$ cat config.mk
export PLATFORM = sky130hd
export DESIGN_NAME = seq_detector_param
export DESIGN_NICKNAME = d
export VERILOG_FILES = /design/src/rtl/seqdet_pkg.sv /design/src/rtl/seqdet_fallback.sv /design/src/rtl/seq_detector_param.sv
export SDC_FILE = /design/constraint.sdc
export NUM_CORES = 1
export LEC_CHECK = 0
export CAP_MARGIN = 5
export CORE_AREA = 3 3 75 77
export CTS_CLUSTER_DIAMETER = 80
export DETAILED_ROUTE_END_ITERATION = 7
export DIE_AREA = 0 0 78 80
export HOLD_SLACK_MARGIN = 0.08
export PLACE_DENSITY_LB_ADDON = 0.12
export SYNTH_ARGS = -nofsm -noshare
export SYNTH_HDL_FRONTEND = slang
export SYNTH_HIERARCHICAL = 1
export SYNTH_SLANG_ARGS = --single-unit
$ cat constraint.sdc
create_clock -name clk -period 4 [get_ports clk]
set_clock_uncertainty 0.15 [all_clocks]
set_input_delay 1.2 -clock clk [delete_from_list [all_inputs] [get_ports clk]]
set_output_delay 1.2 -clock clk [all_outputs]
set_load 0.005 [all_outputs]
$ cat src/rtl/seqdet_pkg.sv
// rtl/seqdet_pkg.sv - shared types and next-state function for the sequence detector
// Contents:
//   SEQDET_MAX_N  largest supported pattern length
//   clog2         ceiling log2, minimum 1 (state register width)
//   seqdet_next   one KMP step: (pattern, n, s, x, overlap) -> {next state, full match}
package seqdet_pkg;

    localparam int SEQDET_MAX_N  = 16;
    localparam int SEQDET_SW_MAX = 5;

    typedef struct packed {
        logic [SEQDET_SW_MAX-1:0] next_s;
        logic                     match;
    } seqdet_step_t;

    function automatic int clog2(input int v);
        int r;
        r = 0;
        for (int i = 0; i < 31; i++) begin
            if ((1 << i) < v) r = i + 1;
        end
        return (r < 1) ? 1 : r;
    endfunction

    // pattern is right-aligned: pattern[n-1] is the first bit received.
    // Returns S=0 for any out-of-range state so stray states self-recover.
    function automatic seqdet_step_t seqdet_next(
        input logic [SEQDET_MAX_N-1:0] pattern,
        input int                      n,
        input int                      s,
        input logic                    x,
        input logic                    overlap
    );
        seqdet_step_t            res;
        logic [SEQDET_MAX_N-1:0] pb;   // pattern in arrival order
        logic [SEQDET_MAX_N-1:0] w;    // matched prefix plus x, arrival order
        logic                    full;
        logic                    ok;
        int                      len;
        int                      kmax;
        int                      best;
        res  = '0;
        pb   = '0;
        w    = '0;
        full = 1'b0;
        ok   = 1'b0;
        best = 0;
        if (n >= 2 && n <= SEQDET_MAX_N && s >= 0 && s < n) begin
            for (int i = 0; i < SEQDET_MAX_N; i++) begin
                if (i < n) pb[i] = pattern[4'(n - 1 - i)];
            end
            full = (s == n - 1) && (x == pattern[0]);
            len  = s + 1;
            // On a full match w is the whole pattern, so the same search
            // with k < n yields its longest proper border.
            kmax = full ? n - 1 : len;
            for (int i = 0; i < SEQDET_MAX_N; i++) begin
                if (i < len) w[i] = (i < s) ? pb[i] : x;
            end
            for (int k = 1; k <= SEQDET_MAX_N; k++) begin
                if (k <= kmax) begin
                    ok = 1'b1;
                    for (int j = 0; j < SEQDET_MAX_N; j++) begin
                        if (j < k && w[4'(len - k + j)] != pb[j]) ok = 1'b0;
                    end
                    if (ok) best = k;
                end
            end
            res.match  = full;
            res.next_s = (full && !overlap) ? '0 : SEQDET_SW_MAX'(best);
        end
        return res;
    endfunction

endpackage

$ cat src/rtl/seqdet_fallback.sv
// rtl/seqdet_fallback.sv - combinational next-state / match unit
// Ports:
//   pattern     in  N   pattern, bit N-1 received first
//   state       in  SW  bits currently matched
//   x, x_valid  in  1   serial bit and its qualifier
//   overlap     in  1   keep the border after a full match
//   next_state  out SW  state for the next clock (holds when x_valid=0)
//   match       out 1   full match on this bit
module seqdet_fallback
    import seqdet_pkg::*;
#(
    parameter int N  = 4,
    parameter int SW = clog2(N)
) (
    input  logic [N-1:0]  pattern,
    input  logic [SW-1:0] state,
    input  logic          x,
    input  logic          x_valid,
    input  logic          overlap,
    output logic [SW-1:0] next_state,
    output logic          match
);

    logic [SEQDET_MAX_N-1:0] pat_ext;
    seqdet_step_t            step;

    // With a constant pattern the whole search folds to a lookup table.
    always_comb begin
        pat_ext          = '0;
        pat_ext[N-1:0]   = pattern;
        step             = seqdet_next(pat_ext, N, int'(state), x, overlap);
        if (x_valid) begin
            next_state = SW'(step.next_s);
            match      = step.match;
        end else begin
            next_state = state;
            match      = 1'b0;
        end
    end

endmodule

$ cat src/rtl/seq_detector_param.sv
// rtl/seq_detector_param.sv - parametrised Mealy serial-sequence detector
// Optional feature macro: SEQDET_PROG_EN (run-time programmable pattern).
// Ports:
//   clk, reset_n   clock, asynchronous active-low reset
//   x, x_valid     serial bit and its qualifier
//   overlap        1 = overlapping detection, 0 = restart after a match
//   cnt_clr        synchronous clear of match_count (wins over increment)
//   z              Mealy match pulse, same cycle as the last pattern bit
//   match_count    saturating match counter
//   pat_wr         [SEQDET_PROG_EN] load pat_data into the pattern register
//   pat_data       [SEQDET_PROG_EN] new pattern, bit N-1 received first
module seq_detector_param
    import seqdet_pkg::*;
#(
    parameter int           N       = 4,
    parameter logic [N-1:0] PATTERN = 4'b0110,
    parameter int           CNT_W   = 8
) (
    input  logic             clk,
    input  logic             reset_n,
    input  logic             x,
    input  logic             x_valid,
    input  logic             overlap,
    input  logic             cnt_clr,
    output logic             z,
    output logic [CNT_W-1:0] match_count
`ifdef SEQDET_PROG_EN
    ,
    input  logic             pat_wr,
    input  logic [N-1:0]     pat_data
`endif
);

    localparam int SW = clog2(N);

    logic [SW-1:0] state;
    logic [SW-1:0] state_d;
    logic [SW-1:0] step_state;
    logic          step_match;
    logic [N-1:0]  pattern;
    logic          wr;

`ifdef SEQDET_PROG_EN
    always_ff @(posedge clk or negedge reset_n) begin
        if (!reset_n) begin
            pattern <= PATTERN;
        end else if (pat_wr) begin
            pattern <= pat_data;
        end
    end
    assign wr = pat_wr;
`else
    assign pattern = PATTERN;
    assign wr      = 1'b0;
`endif

    seqdet_fallback #(.N(N), .SW(SW)) u_fallback (
        .pattern    (pattern),
        .state      (state),
        .x          (x),
        .x_valid    (x_valid),
        .overlap    (overlap),
        .next_state (step_state),
        .match      (step_match)
    );

    always_ff @(posedge clk or negedge reset_n) begin
        if (!reset_n) begin
            state <= '0;
        end else begin
            state <= state_d;
        end
    end

    // A pattern load restarts the search and discards the bit on x.
    always_comb begin
        state_d = wr ? '0 : step_state;
    end

    always_comb begin
        z = step_match & ~wr;
    end

    always_ff @(posedge clk or negedge reset_n) begin
        if (!reset_n) begin
            match_count <= '0;
        end else if (cnt_clr) begin
            match_count <= '0;
        end else if (z && match_count != {CNT_W{1'b1}}) begin
            match_count <= match_count + CNT_W'(1);
        end
    end

endmodule

After elaboration in Yosys (flattened, before gate mapping)
Index checks and enable logic that the tools add are counted.

word-level totals
  memories kept = 0
  memory bits (read-only) = 0
  word-level logic and storage cells = 935
  flip-flop bits (word level) = 10
  bits in writable memories = 0
  input port bits = 6
  bits in latches = 0
  output and inout bits = 9

operators by class
  reductions and logical operators = 5
  multiplexer cells = 616
  bitwise logic cells = 1
  eq/ne operators = 2
  order comparisons = 171
  add/subtract/negate cells = 138
  shift-type cells = 0
  multipliers = 0
  div/mod/pow operators = 0

operators with widths
  operator                                                                       count
  4-bit by 6-bit less-than comparator with 1-bit output (second input constant)  136
  1-bit binary-select mux with 4-bit select                                      136
  1-bit two-way mux                                                              446
  4-bit adder (second input constant)                                            68
  5-bit by 32-bit <= comparator with 1-bit output (first input constant)         8
  5-bit by 32-bit less-than comparator with 1-bit output (first input constant)  8
  4-bit by 3-bit adder with 4-bit output (second input constant)                 34
  4-bit by 32-bit <= comparator with 1-bit output (first input constant)         4
  4-bit by 32-bit less-than comparator with 1-bit output (first input constant)  4
  4-bit by 2-bit adder with 4-bit output (second input constant)                 17
  3-bit by 32-bit <= comparator with 1-bit output (first input constant)         2
  3-bit by 32-bit less-than comparator with 1-bit output (first input constant)  2
  2-bit two-way mux                                                              31
  2-bit by 32-bit <= comparator with 1-bit output (first input constant)         1
  6-bit by 32-bit <= comparator with 1-bit output (first input constant)         1
  1-bit by 32-bit less-than comparator with 1-bit output (first input constant)  1
  2-bit by 32-bit less-than comparator with 1-bit output (first input constant)  1
  32-bit two-way mux                                                             1
  4-bit subtractor (second input constant)                                       8
  8-bit two-way mux                                                              2
  4-bit by 3-bit subtractor with 4-bit output (second input constant)            4
  8-bit by 1-bit adder with 8-bit output (second input constant)                 1
  8-bit != test (second input constant)                                          1
  4-bit by 1-bit subtractor with 4-bit output (second input constant)            2
  other kinds (10)                                                               14

Longest topological paths before layout
Gate-level depths: netlist (run 1).

  depth after elaboration = 41
  gate-level depth with buffers = 15
  mapped depth without buffers = 14

Cells and area by module
The synthesis (run 1) kept the hierarchy.

by module, submodules not included
  module              times used  cells each  sequential area each (um^2)  area an instance (um^2)
  seqdet_fallback     1           273         0.0                          1966.9
  seq_detector_param  1           50          250.2                        551.8

Worst setup path after synthesis (run 1)
Ideal clock, no wire load.

  path type = flip-flop to flip-flop
  from = reg state[0]
  to = reg state[0]
  setup time = 81 ps
  stages on the path, launching flop included = 15
  clock period less this slack = 3326 ps
  required time = 3769 ps
  buffers on the path = 1
  slack = 674 ps
  arrival time = 3095 ps
  path through = dfrtp_1 clkinv_1 ha_1 buf_2 nand2b_1 nand2_1 inv_1 ha_1 a221oi_1 o221ai_1 a221o_1 nor4_4 o32ai_1 a21o_1 a31oi_2

on the way
  word-level cells in the longest chain between the ends = 41
  elaborated cells on any way between the ends = 788
  classes of those cells = add/sub (137); order compare (35); eq/ne (1); mux (613); reduce/logical (2)

RTL lines
  element                                                                         line                      source
  from (decl)                                                                     seq_detector_param.sv:36  logic [SW-1:0] state;
  from (signal assigned)                                                          seq_detector_param.sv:71  state <= state_d;
  2-bit by 1-bit adder with 3-bit output (tied with other cells)                  seqdet_pkg.sv:53          len = s + 1;
  1-bit by 32-bit less-than comparator with 1-bit output (tied with other cells)  seqdet_pkg.sv:58          if (i < len) w[i] = (i < s) ? pb[i] : x;
  1-bit two-way mux                                                               seqdet_pkg.sv:58
  1-bit binary-select mux with 4-bit select                                       seqdet_pkg.sv:64          if (j < k && w[4'(len - k + j)] != pb[j]) ok = 1'b0;
  1-bit two-way mux (implied by the code) (2 in series)                           seqdet_pkg.sv:64
  1-bit two-way mux                                                               seqdet_pkg.sv:64
  1-bit two-way mux                                                               seqdet_pkg.sv:61          if (k <= kmax) begin
  1-bit two-way mux                                                               seqdet_pkg.sv:66          if (ok) best = k;
  [... 24 more ...]                                                               -
  2-bit two-way mux                                                               seqdet_pkg.sv:61
  2-bit two-way mux                                                               seqdet_pkg.sv:66
  2-bit two-way mux                                                               seqdet_pkg.sv:61
  2-bit two-way mux                                                               seqdet_pkg.sv:66
  2-bit two-way mux                                                               seqdet_pkg.sv:61
  2-bit two-way mux                                                               seqdet_pkg.sv:66
  2-bit two-way mux                                                               seqdet_pkg.sv:61
  2-bit two-way mux (*)                                                           seqdet_pkg.sv:70          res.next_s = (full && !overlap) ? '0 : SEQDET_SW_MAX'(best);

Mark *: on every way between the ends. The rest lies on a longest branch, timed or not. The select of a mux whose other input is x is not followed.
A chain may end at the register's enable or synchronous reset.

Final worst setup path (run 1)
  from = in x
  to = reg state[1]

on the way
  word-level cells in the longest chain between the ends = 39
  elaborated cells on any way between the ends = 624
  classes of those cells = order compare (15); mux (606); bitwise (1); reduce/logical (2)

RTL lines
  element                                                line                      source
  from (decl)                                            seq_detector_param.sv:21  input logic x,
  1-bit two-way mux (2 in series)                        seqdet_pkg.sv:58
  1-bit binary-select mux with 4-bit select              seqdet_pkg.sv:64
  1-bit two-way mux (implied by the code) (2 in series)  seqdet_pkg.sv:64
  1-bit two-way mux (2 in series)                        seqdet_pkg.sv:64
  1-bit two-way mux                                      seqdet_pkg.sv:61
  2-bit two-way mux                                      seqdet_pkg.sv:66
  2-bit two-way mux                                      seqdet_pkg.sv:61
  2-bit two-way mux                                      seqdet_pkg.sv:66
  [... 20 more ...]                                      -
  2-bit two-way mux                                      seqdet_pkg.sv:61
  2-bit two-way mux                                      seqdet_pkg.sv:66
  2-bit two-way mux                                      seqdet_pkg.sv:61
  2-bit two-way mux                                      seqdet_pkg.sv:66
  2-bit two-way mux                                      seqdet_pkg.sv:61
  2-bit two-way mux                                      seqdet_pkg.sv:66
  2-bit two-way mux                                      seqdet_pkg.sv:61
  2-bit two-way mux (*)                                  seqdet_pkg.sv:70

Marked as above.

==> out/metrics.cfg, run 1 <==
[power_and_ir_drop]
p_sw_frac = 0.545
clkPwrFrac = 0.055
ir_worst_vdd_mv = 0.404
p_comb_frac = 0.888
seq_power_share = 0.057
p_per_area_nw_per_um2 = 793
p_sw_uw = 1270
internal_power_uw = 1060
p_leak_uw = 0.00122

[synth]
synthDistinctLibCells = 81
synth_flop_cell = dfrtp_1
yosysTopAreaCell = dfrtp_1
yosysSeqAreaShare = 0.0994
async_reset_ff_frac = 1.00
syn_area_sq_um = 2520
netlist_instances = 323
synth-edff-count = 0
avgSynthCellArea_sq_um = 7.80
ys.warnings.count = 6
ys_ff_latch = 10
synth_top_area_share = 0.0994
synth_area_leaders = dfrtp_1 9.9%, ha_1 7.9%, mux2i_1 6.4%

[min_path]
hold_depth = 1
worstHoldStart = match_count[2]
holdPathEnd = match_count[2]
holdCritPathClass = flip-flop to flip-flop

[routing]
vias = 2689
totalWireLength_mm = 7.92
viasPerCell = 6.33
drc_errors = 0
ant_nets = 0
drt_iter0_drc = 197
first_pass_iters = 7
avgRoutedWirePerCell_um = 18.6

[global_routing]
grt_usage = 0.263
grt_overflow = 0
grt_first_pass_wirelength_mm = 13.2
grt_pass1_vias = 2550
grt_max_degree = 27
antenna_found_initial = 0

[critical_path]
r2r_end = state[0]
reg2reg_depth = 10
cp-end-kind = flip-flop
critPathArrivalTime_ns = 3.84
r2r-start = state[0]
rrSetupSlack_ns = 0.50
worstSetupStartpoint = x
crit_required_ns = 4.01
cp_max_fo = 19
start_kind = input port
path_class = input port to flip-flop

[die]
std_cell_rows = 26
dieArea_sq_um = 6240
core_sq_um = 5070
die_y_um = 80
die_w_um = 78
ios = 15
start_util = 0.496

[layout]
final_common_cell = buf_4
fin_nets = 378
fillCellCount = 494
final_cell_count_no_fill = 425
diodes = 0
final_cell_area_sq_um = 2930
area_growth_pct = 16.5
ff_latch_area_sq_um = 250
drive_gt1_frac = 0.186
multiInputGateArea_sq_um = 2120
final_cell_mix = 28 x buf_4, 19 x nor2_1, 17 x nand2_1

[place]
numPlacedInstances = 420
placed_area_sq_um = 2860
routabilityCongestion = 0.951
place.port_buffers = 14
hpwlAfterDp_mm = 5.99

[clock_network]
tritoncts = yes
root_buffer = clkbuf_8
htreeDepth = 1
clock_path_buffers = 2
clock-sinks = 10
insertion_delay_ns = 0.24
cts_buffers = 3
hold_buffers = 0
path_clk_slew_ns = 0.05

[sta]
layout_min_cycle_time_ns = 3.83
max_slew.worst_pin.slew_ns = 0.511
tns_ns = 0
setup-violations-final = 0
fmax_ghz = 0.261
hold_viol_final = 0
slew_viol_final = 0
rsz0062_at_grt = no
whs_ns = 0.452
slew_headroom = 0.656
finalCritPeriodShare = 0.957

[status]
status = completed

[flow_run]
drv_cap = 0

registers in the layout (all words and copies together), names as in the netlist:
name / cells
state: 2
match_count: 8
worst max-delay path, cell delays in order:
cell	delay (ns)
clkdlybuf4s50_1	0.48
buf_4	0.25
mux2_2	0.25
a311oi_2	0.13
buf_4	0.17
nor2_1	0.35
mux2i_1	0.23
o22ai_1	0.10
nor4_1	0.21
o2111ai_1	0.25
a31oi_1	0.21
layer usage:
metal / vias to the layer above / part of all wire / track usage
li1: 1294 / - / -
met2: 116 / 0.47 / 0.440
met4: 0 / 0.041 / 0.115
met1: 1248 / 0.42 / 0.342
met3: 31 / 0.065 / 0.0260
met5: - / 0 / 0
power groups by stage:
stage	clock, uW	sequential [uW]	combinational (uW)
final	127	134	2060
after global routing	133	135	2240
after CTS	128	134	2020
after detailed placement	0	135	2000
after global placement	0	135	1990
after floorplan	0	131	1490
worst max path at each step:
stage               endpoint  slack, ns  depth (start not counted)
finish              state[1]       0.17                         11
global route        state[1]       0.03                         11
CTS                        z      0.006                          6
detailed placement         z      -0.13                          6
global placement           z      -0.08                          6
floorplan           state[0]       0.67                         14
synthesized netlist by cell type, drive strengths merged, types with 4 or more instances:
| library cell | number |
|---|---|
| xnor2 | 11 |
| mux2 | 12 |
| nor2b | 10 |
| clkbuf | 9 |
| nand3 | 13 |
| nand2b | 7 |
| dfrtp | 10 |
| nor4 | 7 |
| a211oi | 4 |
| o221ai | 5 |
| nor2 | 19 |
| mux2i | 16 |
| nand4 | 4 |
| o21ai | 13 |
| or3 | 4 |
| nor3 | 11 |
| a21oi | 13 |
| ha | 16 |
| a31oi | 8 |
| and3 | 6 |
| inv | 17 |
| buf | 13 |
| nand2 | 18 |
| a22oi | 5 |
| o22ai | 6 |
| o2111ai | 5 |
repair_timing:
item | CTS | global route
resized for setup | 2 | 3
pin swaps | 0 | 0
setup buffers | 0 | 1
endpoints found under the setup margin | 1 | 1
cells by family (layout without fill, tap and decap cells):
kind of cell / after synthesis / count (layout) / share of synthesized area
flip-flops: 10 / 10 / 0.0994
buffers and inverters: 42 / 65 / 0.0785
XOR/XNOR: 13 / 13 / 0.0452
other: 2 / 11 / 0.00298
multiplexers: 28 / 28 / 0.122
adder cells (fa/ha/maj): 16 / 16 / 0.0795
AND/OR/NAND/NOR: 118 / 118 / 0.268
AO/OA/AOI/OAI: 94 / 94 / 0.305
final cells by class:
class	instances	share of cell area
multi-input cells	280	0.722
repair buffers	42	0.120
flip-flops and latches	10	0.0853
well taps	70	0.0299
inverters	19	0.0243
clock buffers	4	0.0188
stage by stage:
step	setup slack (ns)	power, uW	utilization
3_3_place_gp	-0.0758	2130	0.563
2_1_floorplan	0.674	1620	-
3_5_place_dp	-0.134	2140	0.563
6_report	0.174	2330	0.578
4_1_cts	0.00566	2280	0.575
5_1_grt	0.0332	2510	0.578
Power figures use the tool's default switching activity.
==> run 2: changes to the inputs <==
CORE_AREA = 2 2 78 80   (was 3 3 75 77)
CTS_BUF_LIST = sky130_fd_sc_hd__clkbuf_8   (was not set)
DIE_AREA = 0 0 80 82   (was 0 0 78 80)
==> run 2 against run 1 <==
Clock-buffer cell count is 1 lower. Core utilization decreased by 7.3 points. Critical path type unchanged. Total power is 3.0% lower. Sequential share of layout area grew 0.088 points. Register-to-register slack lost 0.19 ns. Critical path depth is the same. Wire length grew 1.5%. Worst setup slack improved by 0.017 ns. Non-clock buffer count shrank 3.
==> out/metrics.cfg, run 2 (synthesis gave the netlist of run 1 again) <==
[status]
status = completed

[die]
core_sq_um = 5750  ; +13%
die_y_um = 82  ; +2.5%
std_cell_rows = 28  ; +7.7%
dieArea_sq_um = 6560  ; +5.1%
die_w_um = 80  ; +2.6%
ios = 15  ; unchanged
start_util = 0.438  ; -0.0579

[critical_path]
crit_buf_inv = 3  ; unchanged
critPathMostFrequentCell = buf_4
crit_chain = clkdlybuf4s50_1 -> buf_4 -> mux2_2 -> a221oi_2 -> buf_4 -> nor2_1 -> mux2i_1 -> o22ai_1 -> nor4_1 -> o2111ai_1 -> a31oi_1
reg2reg_depth = 11  ; +1
critPathArrivalTime_ns = 3.82  ; -0.02 ns
crit_required_ns = 4.01  ; about the same
cp_max_fo = 19  ; unchanged
cp-end-kind = flip-flop
cpPeakStageDelay_ns = 0.49  ; about the same
r2r-start = state[1]
start_kind = input port
r2r_end = state[1]
rrSetupSlack_ns = 0.31  ; -0.19 ns
path_class = input port to flip-flop
crit_slowest_cell = clkdlybuf4s50_1
critPathTopFamily = buffers and inverters

[min_path]
holdPathEnd = match_count[2]
worstHoldStart = match_count[2]
holdCritPathClass = flip-flop to flip-flop
hold_depth = 1  ; unchanged

[power_and_ir_drop]
seq_power_share = 0.059  ; +0.002
clkPwrFrac = 0.048  ; -0.007
p_sw_frac = 0.557  ; +0.0122
p_comb_frac = 0.894  ; +0.006
p_per_area_nw_per_um2 = 777  ; -2.0%
ir_worst_vdd_mv = 0.528  ; +31%
internal_power_uw = 999  ; -5.5%
p_sw_uw = 1260  ; -0.79%
p_leak_uw = 0.00120  ; -1.8%

[routing]
drt_iter0_drc = 183  ; -7.1%
drc_errors = 0  ; unchanged
first_pass_iters = 4  ; -3
viasPerCell = 6.16  ; -2.6%
totalWireLength_mm = 8.04  ; +1.5%
ant_nets = 0  ; unchanged
vias = 2625  ; -2.4%
avgRoutedWirePerCell_um = 18.9  ; +1.3%

[layout]
final_common_cell = buf_4
fillCellCount = 588  ; +19%
fin_nets = 375  ; -0.79%
top_regs = match_count x8, state x2
utilization = 0.505  ; -0.0727
top_register = match_count
area_growth_pct = 15.3
drive_gt1_frac = 0.177  ; -0.00928
largest_register_ffs = 8  ; unchanged
diodes = 0  ; unchanged
final_cell_mix = 25 x buf_4, 19 x nor2_1, 17 x nand2_1
final_cell_area_sq_um = 2900  ; -1.0%

[place]
hpwlAfterDp_mm = 6.00  ; about the same
routabilityCongestion = 0.961  ; +1.1%
place.port_buffers = 14  ; unchanged
placed_area_sq_um = 2830  ; -1.1%

[sta]
setup-violations-final = 0  ; unchanged
max_slew.worst_pin.slew_ns = 0.589  ; +0.0777 ns
fmax_ghz = 0.263  ; +0.46%
finalCritPeriodShare = 0.952  ; -0.00434
hold_viol_final = 0  ; unchanged
slew_viol_final = 0  ; unchanged
slew_headroom = 0.597  ; -0.0591
rsz0062_at_grt = no
layout_min_cycle_time_ns = 3.81  ; -0.0173 ns
whs_ns = 0.440  ; -0.0112 ns

[clock_network]
path_clk_slew_ns = 0.05  ; about the same
root_buffer = clkbuf_8
clock_path_buffers = 2  ; unchanged
hold_buffers = 0  ; unchanged
insertion_delay_ns = 0.24  ; about the same
htreeDepth = 1  ; unchanged
clock-sinks = 10  ; unchanged
tritoncts = yes
cts_buffers = 3  ; unchanged

[flow_run]
drv_cap = 0  ; unchanged

[global_routing]
grt_max_degree = 32  ; +19%
grt_usage = 0.261  ; -0.00212
grt_pass1_vias = 2567  ; +0.67%
grt_first_pass_wirelength_mm = 13.3  ; +1.0%
antenna_found_initial = 0  ; unchanged
grt_overflow = 0  ; unchanged

==> run 2: what timing repair did <==
| action | CTS | global route |
|---|---|---|
| setup buffers | 2 | 1 |
| gates resized for setup | 2 | 3 |
| pin swaps | 0 | 0 |
| endpoints found under the setup margin | 1 | 1 |
==> run 2: worst max path at each step <==
| stage | startpoint | endpoint | slack [ns] | cells after the start |
|---|---|---|---|---|
| final | x | state[1] | 0.19 | 11 |
| after global routing | state[1] | state[1] | 0.02 | 10 |
| after CTS | x | z | 0.0002 | 6 |
| after detailed placement | x | z | -0.13 | 6 |
| after global placement | x | z | -0.11 | 6 |
| after floorplan | state[0] | state[0] | 0.67 | 14 |
==> run 2: metal layers <==
layer / part of all wire / up-vias / GRT usage
li1: - / 1279 / -
met1: 0.42 / 1217 / 0.324
met2: 0.47 / 102 / 0.437
met3: 0.059 / 27 / 0.0297
met4: 0.052 / 0 / 0.149
met5: 0 / - / 0
==> run 2: power groups by stage <==
stage	combinational [uW]	sequential (uW)	clock, uW
final	2020	132	108
after global routing	2200	135	114
after CTS	1970	132	110
after detailed placement	1960	134	0
after global placement	1950	134	0
after floorplan	1490	131	0
==> run 2: area by class of cell <==
type | count | area, sq um | area share
Sequential cell | 10 | 250 | 0.0862
Inverter | 19 | 71.3 | 0.0246
Tap cell | 75 | 93.8 | 0.0323
Multi-Input combinational cell | 280 | 2120 | 0.729
Clock buffer | 3 | 41.3 | 0.0142
Timing Repair Buffer | 39 | 330 | 0.114
==> run 2: stage by stage <==
stage | cells | setup slack (ns) | setup TNS (ns) | power [uW]
5_1_grt | 426 | 0.0231 | 0 | 2450
4_1_cts | 425 | 0.000196 | 0 | 2210
3_3_place_gp | 420 | -0.112 | -0.114 | 2080
2_1_floorplan | 332 | 0.674 | 0 | 1620
6_report | 426 | 0.191 | 0 | 2260
3_5_place_dp | 420 | -0.126 | -0.165 | 2090
==> run 3: changes to the inputs <==
GPL_ROUTABILITY_DRIVEN = 1   (was not set)
==> results of run 3 <==
Same layout as run 2: the final DEF is identical, and so are final timing and power.
